<file path="src/rtl/parity_pkg.sv">
// Shared parity definitions for the parity generator and the parity checker.
// Holds the parity-sense encodings, the skid-buffer state type and parity_of().
package parity_pkg;

  localparam int PAR_EVEN  = 0;
  localparam int PAR_ODD   = 1;

  // Widest word parity_of() accepts; callers zero-extend, which leaves the XOR unchanged.
  localparam int PAR_MAX_W = 256;

  typedef enum logic [1:0] {
    EMPTY = 2'd0,
    ONE   = 2'd1,
    TWO   = 2'd2
  } buf_state_t;

  function automatic logic parity_of(input logic [PAR_MAX_W-1:0] data);
    return ^data;
  endfunction

endpackage

</file>
<file path="src/rtl/parity_checker_skid_buffer.sv">
// skid_buffer: two-entry valid/ready buffer (head register drives the output,
// skid register catches the word arriving while the head is stalled).
// s_ready is a pure decode of the state register, so it never depends on s_valid.
module skid_buffer
  import parity_pkg::*;
#(
  parameter int WIDTH = 9
) (
  input  logic             clk,
  input  logic             rst_n,
  input  logic [WIDTH-1:0] s_data,
  input  logic             s_valid,
  output logic             s_ready,
  output logic [WIDTH-1:0] m_data,
  output logic             m_valid,
  input  logic             m_ready
);

  buf_state_t       state;
  buf_state_t       state_nxt;
  logic [WIDTH-1:0] head;
  logic [WIDTH-1:0] skid;
  logic             push;
  logic             pop;

  assign push   = s_valid & s_ready;
  assign pop    = m_valid & m_ready;
  assign m_data = head;

  // State register.
  always_ff @(posedge clk or negedge rst_n) begin
    if (!rst_n) state <= EMPTY;
    else        state <= state_nxt;
  end

  // Next-state: occupancy moves by +1 on push only, -1 on pop only.
  always_comb begin
    state_nxt = state;
    unique case (state)
      EMPTY: if (push) state_nxt = ONE;
      ONE: begin
        if (push && !pop)      state_nxt = TWO;
        else if (pop && !push) state_nxt = EMPTY;
      end
      TWO:     if (pop) state_nxt = ONE;
      default: state_nxt = EMPTY;
    endcase
  end

  // Handshake outputs decoded from the state register.
  always_comb begin
    s_ready = (state != TWO);
    m_valid = (state != EMPTY);
  end

  // Data path: head loads new input when free or draining, skid catches the overflow word.
  always_ff @(posedge clk or negedge rst_n) begin
    if (!rst_n) begin
      head <= '0;
      skid <= '0;
    end else begin
      if (state == TWO) begin
        if (pop) head <= skid;
      end else if (push && ((state == EMPTY) || pop)) begin
        head <= s_data;
      end
      if (push && (state == ONE) && !pop) skid <= s_data;
    end
  end

endmodule

</file>
<file path="config.mk">
export PLATFORM = sky130hd
export DESIGN_NAME = skid_buffer
export DESIGN_NICKNAME = d
export VERILOG_FILES = /design/src/rtl/parity_pkg.sv /design/src/rtl/parity_checker_skid_buffer.sv
export SDC_FILE = /design/constraint.sdc
export NUM_CORES = 1
export LEC_CHECK = 0
export BUFFER_PORTS_ARGS = -buffer_cell sky130_fd_sc_hd__buf_2
export CAP_MARGIN = 20
export CORE_MARGIN = 1
export CORE_UTILIZATION = 55
export DETAILED_ROUTE_END_ITERATION = 16
export GPL_TIMING_DRIVEN = 0
export PLACE_DENSITY_LB_ADDON = 0.05
export SYNTH_ARGS = -nofsm -noshare
export SYNTH_HDL_FRONTEND = slang
export SYNTH_SLANG_ARGS = --single-unit
</file>
<file path="constraint.sdc">
create_clock -name clk -period 4.1 [get_ports clk]
set_input_delay 0.41 -clock clk [delete_from_list [all_inputs] [get_ports clk]]
set_output_delay 0.41 -clock clk [all_outputs]
set_load 0.005 [all_outputs]
</file>
Word level (Yosys, flattened, before mapping)

Cells that the tools add are included.

$lt $le $gt $ge: 0
Reduce and logical (&&, ||, !) cells: 13
Divide/modulo/power cells: 0
Add/subtract/negate cells: 0
Multipliers: 0
Equality and inequality tests: 6
Bitwise operators: 2
Shift-type cells: 0
Mux-type cells: 8

Operator list:

| operator             | number |
|---|---|
| $mux W9              | 3 |
| $mux W2              | 4 |
| $ne A2 B2 Y1 const B | 3 |
| $pmux W2 S3          | 1 |
| $logic_and A1 B1 Y1  | 5 |
| $reduce_bool A2 Y1   | 2 |
| $ne A3 B3 Y1 const B | 1 |
| $reduce_and A3 Y1    | 1 |
| $and A1 B1 Y1        | 2 |
| $eq A2 B1 Y1 const B | 1 |
| $eq A2 B2 Y1 const B | 1 |
| $logic_not A1 Y1     | 2 |
| $logic_not A2 Y1     | 1 |
| $reduce_and A2 Y1    | 1 |
| $logic_or A1 B1 Y1   | 1 |

Bits in latches: 0
Bits in writable memories: 0
Output and inout bits: 11
Word-level logic and storage cells: 32
Input bits: 13
Memories kept: 0
Bits in read-only memories: 0
Flip-flop bits (word level): 20

Longest topological paths before layout

Gate-level depths: netlist of run 1.

Depth in word-level cells: 7
Gate-level depth with buffers: 4
Gate-level depth less buffers: 3

Worst setup path before layout of run 1

Ideal clock, no wire load.

Kind: register -> register
Start point: register state[1]
End point: register skid[0]
Data required time: 3.975 ns
Clock period less this slack: 1.292 ns
Cell stages (with the launch flop): 4
Path buffers: 0
Slack: 2.808 ns
Setup time: 0.125 ns
Arrival time: 1.167 ns
Cell sequence: dfrtp_1 -> nand3b_1 -> nor2_4 -> mux2_2

Word-level cells in the longest chain between the ends: 4
Elaborated cells on any way between the ends: 8
Those cells by class: eq/ne (2); bitwise (2); reduce/logical (4)

RTL lines:

| what                                                    | line                                                               | text |
|---|---|---|
| from (decl)                                             | parity_checker_skid_buffer.sv:19                                   | `buf_state_t state;` |
| from (signal assigned)                                  | parity_checker_skid_buffer.sv:33                                   | `else state <= state_nxt;` |
| $ne A2 B2 Y1 or $reduce_bool A2 Y1 (tied branches)      | parity_checker_skid_buffer.sv:52, parity_checker_skid_buffer.sv:53 |  |
| $and A1 B1 Y1 (on tied branches)                        | parity_checker_skid_buffer.sv:26, parity_checker_skid_buffer.sv:27 |  |
| $logic_and A1 B1 Y1 or $logic_not A1 Y1 (tied branches) | parity_checker_skid_buffer.sv:67                                   | `if (push && (state == ONE) && !pop) skid <= s_data;` |
| $logic_and A1 B1 Y1 *                                   | parity_checker_skid_buffer.sv:67                                   |  |
| to (signal assigned)                                    | parity_checker_skid_buffer.sv:67                                   |  |
| to (decl)                                               | parity_checker_skid_buffer.sv:22                                   | `logic [WIDTH-1:0] skid;` |

Mark *: on every way between the ends. The rest lies on a longest branch, timed or not.
A chain may end at the register's enable or synchronous reset.

Worst setup path after layout of run 1

Start point: register state[0]
End point: output m_valid

Word-level cells in the longest chain between the ends: 1

RTL lines:

| what               | line                             | text |
|---|---|---|
| $reduce_bool A2 Y1 | parity_checker_skid_buffer.sv:53 | `m_valid = (state != EMPTY);` |
| to (decl)          | parity_checker_skid_buffer.sv:15 | `output logic m_valid,` |

Every way passes these cells.

==> results of run 1 <==
## Yosys cell counts
cell / count
and2_2: 1
inv_1: 2
mux2_2: 9
dfrtp_1: 20
o211a_1: 9
mux2i_1: 1
a21oi_1: 1
nor2_4: 1
o21ai_2: 1
and2b_2: 1
nor2_1: 2
buf_2: 1
clkbuf_1: 3
o22ai_1: 1
nand3b_1: 10
nor2b_1: 9
nand2_1: 1
a21boi_0: 1
o21ai_0: 9
## worst max-delay path, stage by stage (launching register included)
cell and delay [ns]:
dfrtp_1 0.46, nor2_1 0.54, inv_1 0.07, buf_2 0.14
## kinds of logic after synthesis
kind of cell / synth area share (%)
muxes: 11.50
and+or+nand+nor: 17.57
AOI/OAI and AO/OA: 16.80
DFF: 51.68
buffers and inverters: 2.454
## layout make-up
| type | count | share of cell area [%] |
|---|---|---|
| plain buffers | 4 | 1.427 |
| clock buffers | 4 | 3.183 |
| inverters | 2 | 0.6586 |
| multi-input cells | 57 | 38.97 |
| flip-flops and latches | 20 | 43.91 |
| well taps | 16 | 1.756 |
| repair buffers | 23 | 10.10 |
## report_power, final
part	leakage, nW	switching (mW)	total [mW]	internal, mW
sequential	0.227	0.0285	0.284	0.255
combinational	0.252	0.0627	0.147	0.0847
clock	0.0210	0.0581	0.112	0.0541
total	0.500	0.149	0.543	0.394
## metrics by stage
| stage | hold slack [ns] | setup WS, ns | utilization (%) |
|---|---|---|---|
| floorplan | 0.1144 | 2.808 | - |
| global placement | 0.3727 | 2.557 | 70.00 |
| detailed placement | 0.3768 | 2.527 | 70.00 |
| CTS | 0.04393 | 2.188 | 72.30 |
| global route | 0.05890 | 2.064 | 72.30 |
| finish | 0.03615 | 2.181 | 72.30 |
## worst max path at each step
stage                                     from             endpoint  cells past startpoint
after global placement    state[0]$_DFFE_PN0P_              m_valid                      3
after global routing      state[0]$_DFFE_PN0P_              m_valid                      3
final                     state[0]$_DFFE_PN0P_              m_valid                      3
after floorplan           state[1]$_DFFE_PN0P_  skid[0]$_DFFE_PN0P_                      3
after CTS                 state[0]$_DFFE_PN0P_              m_valid                      3
after detailed placement  state[0]$_DFFE_PN0P_              m_valid                      3
## sequential cells by signal, indices dropped and copies added, names as in the netlist
| register | cells |
|---|---|
| m_data | 9 |
| skid | 9 |
| state | 2 |
## cell usage in the layout (no fill, tap or decap)
master	count
a21boi_0	1
a21oi_1	1
and2_2	1
and2b_2	1
buf_2	24
clkbuf_1	3
clkbuf_4	3
clkbuf_8	1
dfrtp_1	20
inv_1	2
mux2_2	9
mux2i_1	1
nand2_1	1
nand3b_1	10
nor2_1	2
nor2_4	1
nor2b_1	9
o211a_1	9
o21ai_0	9
o21ai_2	1
o22ai_1	1
## metal layers
| metal | wire (um) | global-route usage (%) | share of wire (%) | vias to the layer above |
|---|---|---|---|---|
| met1 | 863 | 26.74 | 45 | 358 |
| met5 | 0 | 0 | 0 | - |
| met2 | 975 | 39.10 | 50 | 21 |
| met4 | 10 | 7.273 | 0.52 | 0 |
| li1 | - | - | - | 354 |
| met3 | 85 | 3.750 | 4.4 | 2 |
==> out/metrics.csv, run 1 <==
metric,value,unit
Netlist cell types,19,
synth top area cells,"dfrtp_1 (52%), mux2_2 (10%), o211a_1 (9.3%)",
register area share after synthesis,51.68,%
vias in the first global route,692,
Initial Util,61.43,%
failing checks,DRC,
Port Buffers,23,
count of non-filler cells in the finished layout,126,
area fraction of the dominant cell type after synthesis,51.68,%
final instance area,0.001140,mm2
Area Overhead vs Synth,17.70,%
CTS tree,done,
later-pin clock latency in the skew report,0.29,ns
core area,0.001577,mm2
worst vdd rail ir drop,0.0003804,V
Multi-input gate area,444.2,um2
first-pass GRT wire length,3008,um
initial antenna violation count,0,
Ports,24,
CTS root buffer,clkbuf_4,
First-pass DRT Iterations,10,
Critical Path End Type,primary output,
final-stage net count,124,
critical path launch point type,register,
Layout Skew,0.005185,ns
Tot Pwr,0.5433,mW
hold_buf cts,0,
Max clock buf depth,2,
worst reg-to-reg setup slack,2.65,ns
RSZ-0062 raised after global routing,false,
wire per inst,15.36,um
Max Cap Viol,0,
gpl congestion,0.7507,
FILL cells,124,
Clock transition at path regs,0.11,ns
"Warnings, synthesis",0,
Leakage Power,0.5004,nW
Gate Count Post-Synth,83,
total number of vias,735,
worst r2r dst,m_data[8]$_DFFE_PN0P_,
layout cells sized above 1,37.27,%
Final Cycle Share,46.80,%
worst slew pin tran,0.6560,ns
Setup-failing EPs final,0,
Tightest Hold Check Type,input port to asynchronous set/reset pin,
max-slew violation count,0,
TritonCTS buffer count,3,
Final min period,1.919,ns
R2R cell count,3,
gr usage total,21.87,%
"Req. time, crit path",3.69,ns
antenna violation net count after detailed routing,0,
Mean Syn Cell Area,11.67,um2
post-synthesis cell area,968.4,um2
ANT cells,0,
Die H,43.96,um
Die Wd,43.96,um
Max transition margin,56.10,%
Cell Pwr Density,476.7,mW/mm2
CTS H-Tree Depth,1,
sequential cell area,500.5,um2
post-CTS sizing,0,
Seq cells post-synth,20,
Max Freq,0.5212,GHz
TritonCTS Sinks,20,
final hold vios,0,
Post-CTS Setup Inserts,0,
worst path arrival time,1.51,ns
Iter 0 DRT Violations,20,
Post-Place Cells,122,
syn_nets,96,
largest net degree at the start of global routing,21,
WS Path Type,register to primary output,
status,finished with violations,
num rows,14,
cell taking the most area after synthesis,dfrtp_1,
vias per inst,5.833,
Overflow after GRT,0,
DP Area,0.001104,mm2
die area,0.001932,mm2
setup TNS,0,ns
R2R Path Start,state[0]$_DFFE_PN0P_,
worst-path maximum fanout,10,
drc violations,2,
Total Routed Length,1935,um
Power figures use the tool's default switching activity.
==> run 2, diff against run 1 <==
Settings changed: ABC_AREA set to 1, CORE_UTILIZATION 55 to 46.
Clock period 4.1 ns to 1.7 ns, I/O delays scaled along.
==> run 2 against run 1 <==
  * The run now ends clean
  * Register-to-register slack worse by 2.1 ns
  * Critical path depth is 1 higher
  * Final area increased by 4.5%
  * Routed wire length grew 7.4%
  * Final cell count up 43%
  * Sequential power grew to 2.9 times the previous value
  * Clock skew shrank 0.0018 ns
  * Synthesized cell count increased by 51%
  * First-iteration DRC count increased by 15%
  * Critical path type unchanged
  * Largest cell class unchanged
==> out/metrics.csv, run 2 <==
metric,value,unit
status,"complete, no violations",
Post-Place Cells,175,
Mean Syn Cell Area,7.838,um2
Clock transition at path regs,0.12,ns
WHS Endpoint,skid[4]$_DFFE_PN0P_,
Post-synth ARST share,100.0,%
DP Wirelength,1401,um
antenna violation net count after detailed routing,0,
max-slew violation count,0,
drc violations,0,
later-pin clock latency in the skew report,0.30,ns
layout cells sized above 1,25.49,%
count of non-filler cells in the finished layout,180,
first-pass GRT wire length,3132,um
hold wc startpoint,s_data[4],
Final Util,60.10,%
FILL cells,193,
First-pass DRT Iterations,4,
Area Overhead vs Synth,21.58,%
num rows,16,
CTS tree,done,
Final Cycle Share,83.98,%
worst vdd rail ir drop,0.0009458,V
"Req. time, crit path",1.53,ns
worst-path maximum fanout,10,
Ports,24,
largest net degree at the start of global routing,21,
"Warnings, synthesis",0,
Final min period,1.428,ns
R2R Path Start,state[0]$_DFFE_PN0P_,
core area,0.001982,mm2
R2R cell count,7,
cell depth of the worst hold path,3,
Total Routed Length,2078,um
Gate Count Post-Synth,125,
Layout Skew,0.003371,ns
Seq cells post-synth,20,
Die Wd,48.15,um
Setup-failing EPs final,0,
total number of vias,870,
final-stage net count,167,
Max transition margin,70.73,%
gr usage total,20.15,%
vias per inst,4.833,
Leakage Power,0.6972,nW
Critical Path End Type,primary output,
"most common cell after layout, fill and taps aside",nand2_1,
sequential cell area,500.5,um2
worst slew pin tran,0.4391,ns
Port Buffers,23,
Post-CTS Setup Inserts,0,
Multi-input gate area,439.2,um2
synth cell count leaders,"nand2_1 (59), nand3_1 (29), dfrtp_1 (20)",
worst r2r dst,m_data[1]$_DFFE_PN0P_,
gpl congestion,0.7471,
Netlist cell types,11,
wire per inst,11.54,um
TritonCTS buffer count,3,
Initial Util,49.43,%
most frequent cells in the layout,"nand2_1 (59), nand3_1 (29), buf_2 (25)",
TritonCTS Sinks,20,
worst reg-to-reg setup slack,0.53,ns
RSZ-0062 raised after global routing,false,
Cell Pwr Density,1738,mW/mm2
synth top area cells,"dfrtp_1 (51%), nand2_1 (23%), nand3_1 (15%)",
worst path arrival time,1.26,ns
"count leader, synth",nand2_1,
DP Area,0.001129,mm2
initial antenna violation count,0,
register area share after synthesis,51.09,%
final hold vios,0,
cell taking the most area after synthesis,dfrtp_1,
CTS root buffer,clkbuf_4,
prevailing post-synth register cell,dfrtp_1,
die area,0.002318,mm2
critical path launch point type,register,
Tightest Hold Check Type,input port to register,
Die H,48.15,um
setup TNS,0,ns
ANT cells,0,
Max Cap Viol,0,
Iter 0 DRT Violations,23,
post-synthesis cell area,979.7,um2
final instance area,0.001191,mm2
Max clock buf depth,2,
Overflow after GRT,0,
Max Freq,0.7004,GHz
WS Path Type,register to primary output,
CTS H-Tree Depth,1,
area fraction of the dominant cell type after synthesis,51.09,%
syn_nets,138,
vias in the first global route,723,
Post-synth EDFFs,0,
-- run 2: final cells by class --
type	instances	share of cell area, %
plain buffers	3	1.471
clock buffers	3	1.891
clock inverters	1	2.521
inverters	6	1.891
multi-input cells	96	36.87
flip-flops and latches	20	42.02
well taps	27	2.836
repair buffers	24	10.50
-- run 2: per-stage QoR --
step | hold WS, ns | power [mW] | worst slack, ns
CTS | 0.09984 | 2.078 | 0.2909
floorplan | -0.1256 | 1.396 | 0.7057
global placement | 0.1401 | 1.661 | 0.5940
global route | 0.09898 | 2.250 | 0.2168
detailed placement | 0.1432 | 1.679 | 0.5780
finish | 0.1034 | 2.070 | 0.2723
-- run 2: routing by layer --
layer / vias to the layer above / GRT usage [%] / wire, um
met5: - / 0 / 0
met4: 0 / 10.00 / 13
met3: 2 / 3.333 / 77
met2: 21 / 32.00 / 942
met1: 390 / 26.44 / 1044
li1: 457 / - / -
-- run 2: report_power, final --
part | switching, mW | internal, mW
logic | 0.544 | 0.315
registers | 0.117 | 0.697
clock network | 0.158 | 0.238
total | 0.820 | 1.25
-- run 2: what timing repair did --
item,4_1_cts,5_1_grt
hold endpoints to repair,20,0
gates resized for setup,0,0
hold buffers,1,0
-- run 2: worst max path at each step --
| stage | from | endpoint |
|---|---|---|
| 2_1_floorplan | state[0]$_DFFE_PN0P_ | m_data[1]$_DFFE_PN0P_ |
| 3_3_place_gp | state[1]$_DFFE_PN0P_ | skid[2]$_DFFE_PN0P_ |
| 3_5_place_dp | state[1]$_DFFE_PN0P_ | skid[0]$_DFFE_PN0P_ |
| 4_1_cts | state[0]$_DFFE_PN0P_ | s_ready |
| 5_1_grt | state[0]$_DFFE_PN0P_ | s_ready |
| 6_report | state[0]$_DFFE_PN0P_ | s_ready |
-- run 2: cells by family (layout without fill, tap and decap cells) --
group / after synthesis / after routing / synth area share (%)
DFF: 20 / 20 / 51.09
AOI/OAI and AO/OA: 2 / 2 / 1.533
and+or+nand+nor: 94 / 94 / 43.29
buffers and inverters: 9 / 37 / 4.087
-- run 2: worst max-delay path, stage by stage, from the launching register on --
cell and delay (ns):
dfrtp_1 0.43, inv_2 0.08, nand2_1 0.11, buf_4 0.20
buf_2 0.13
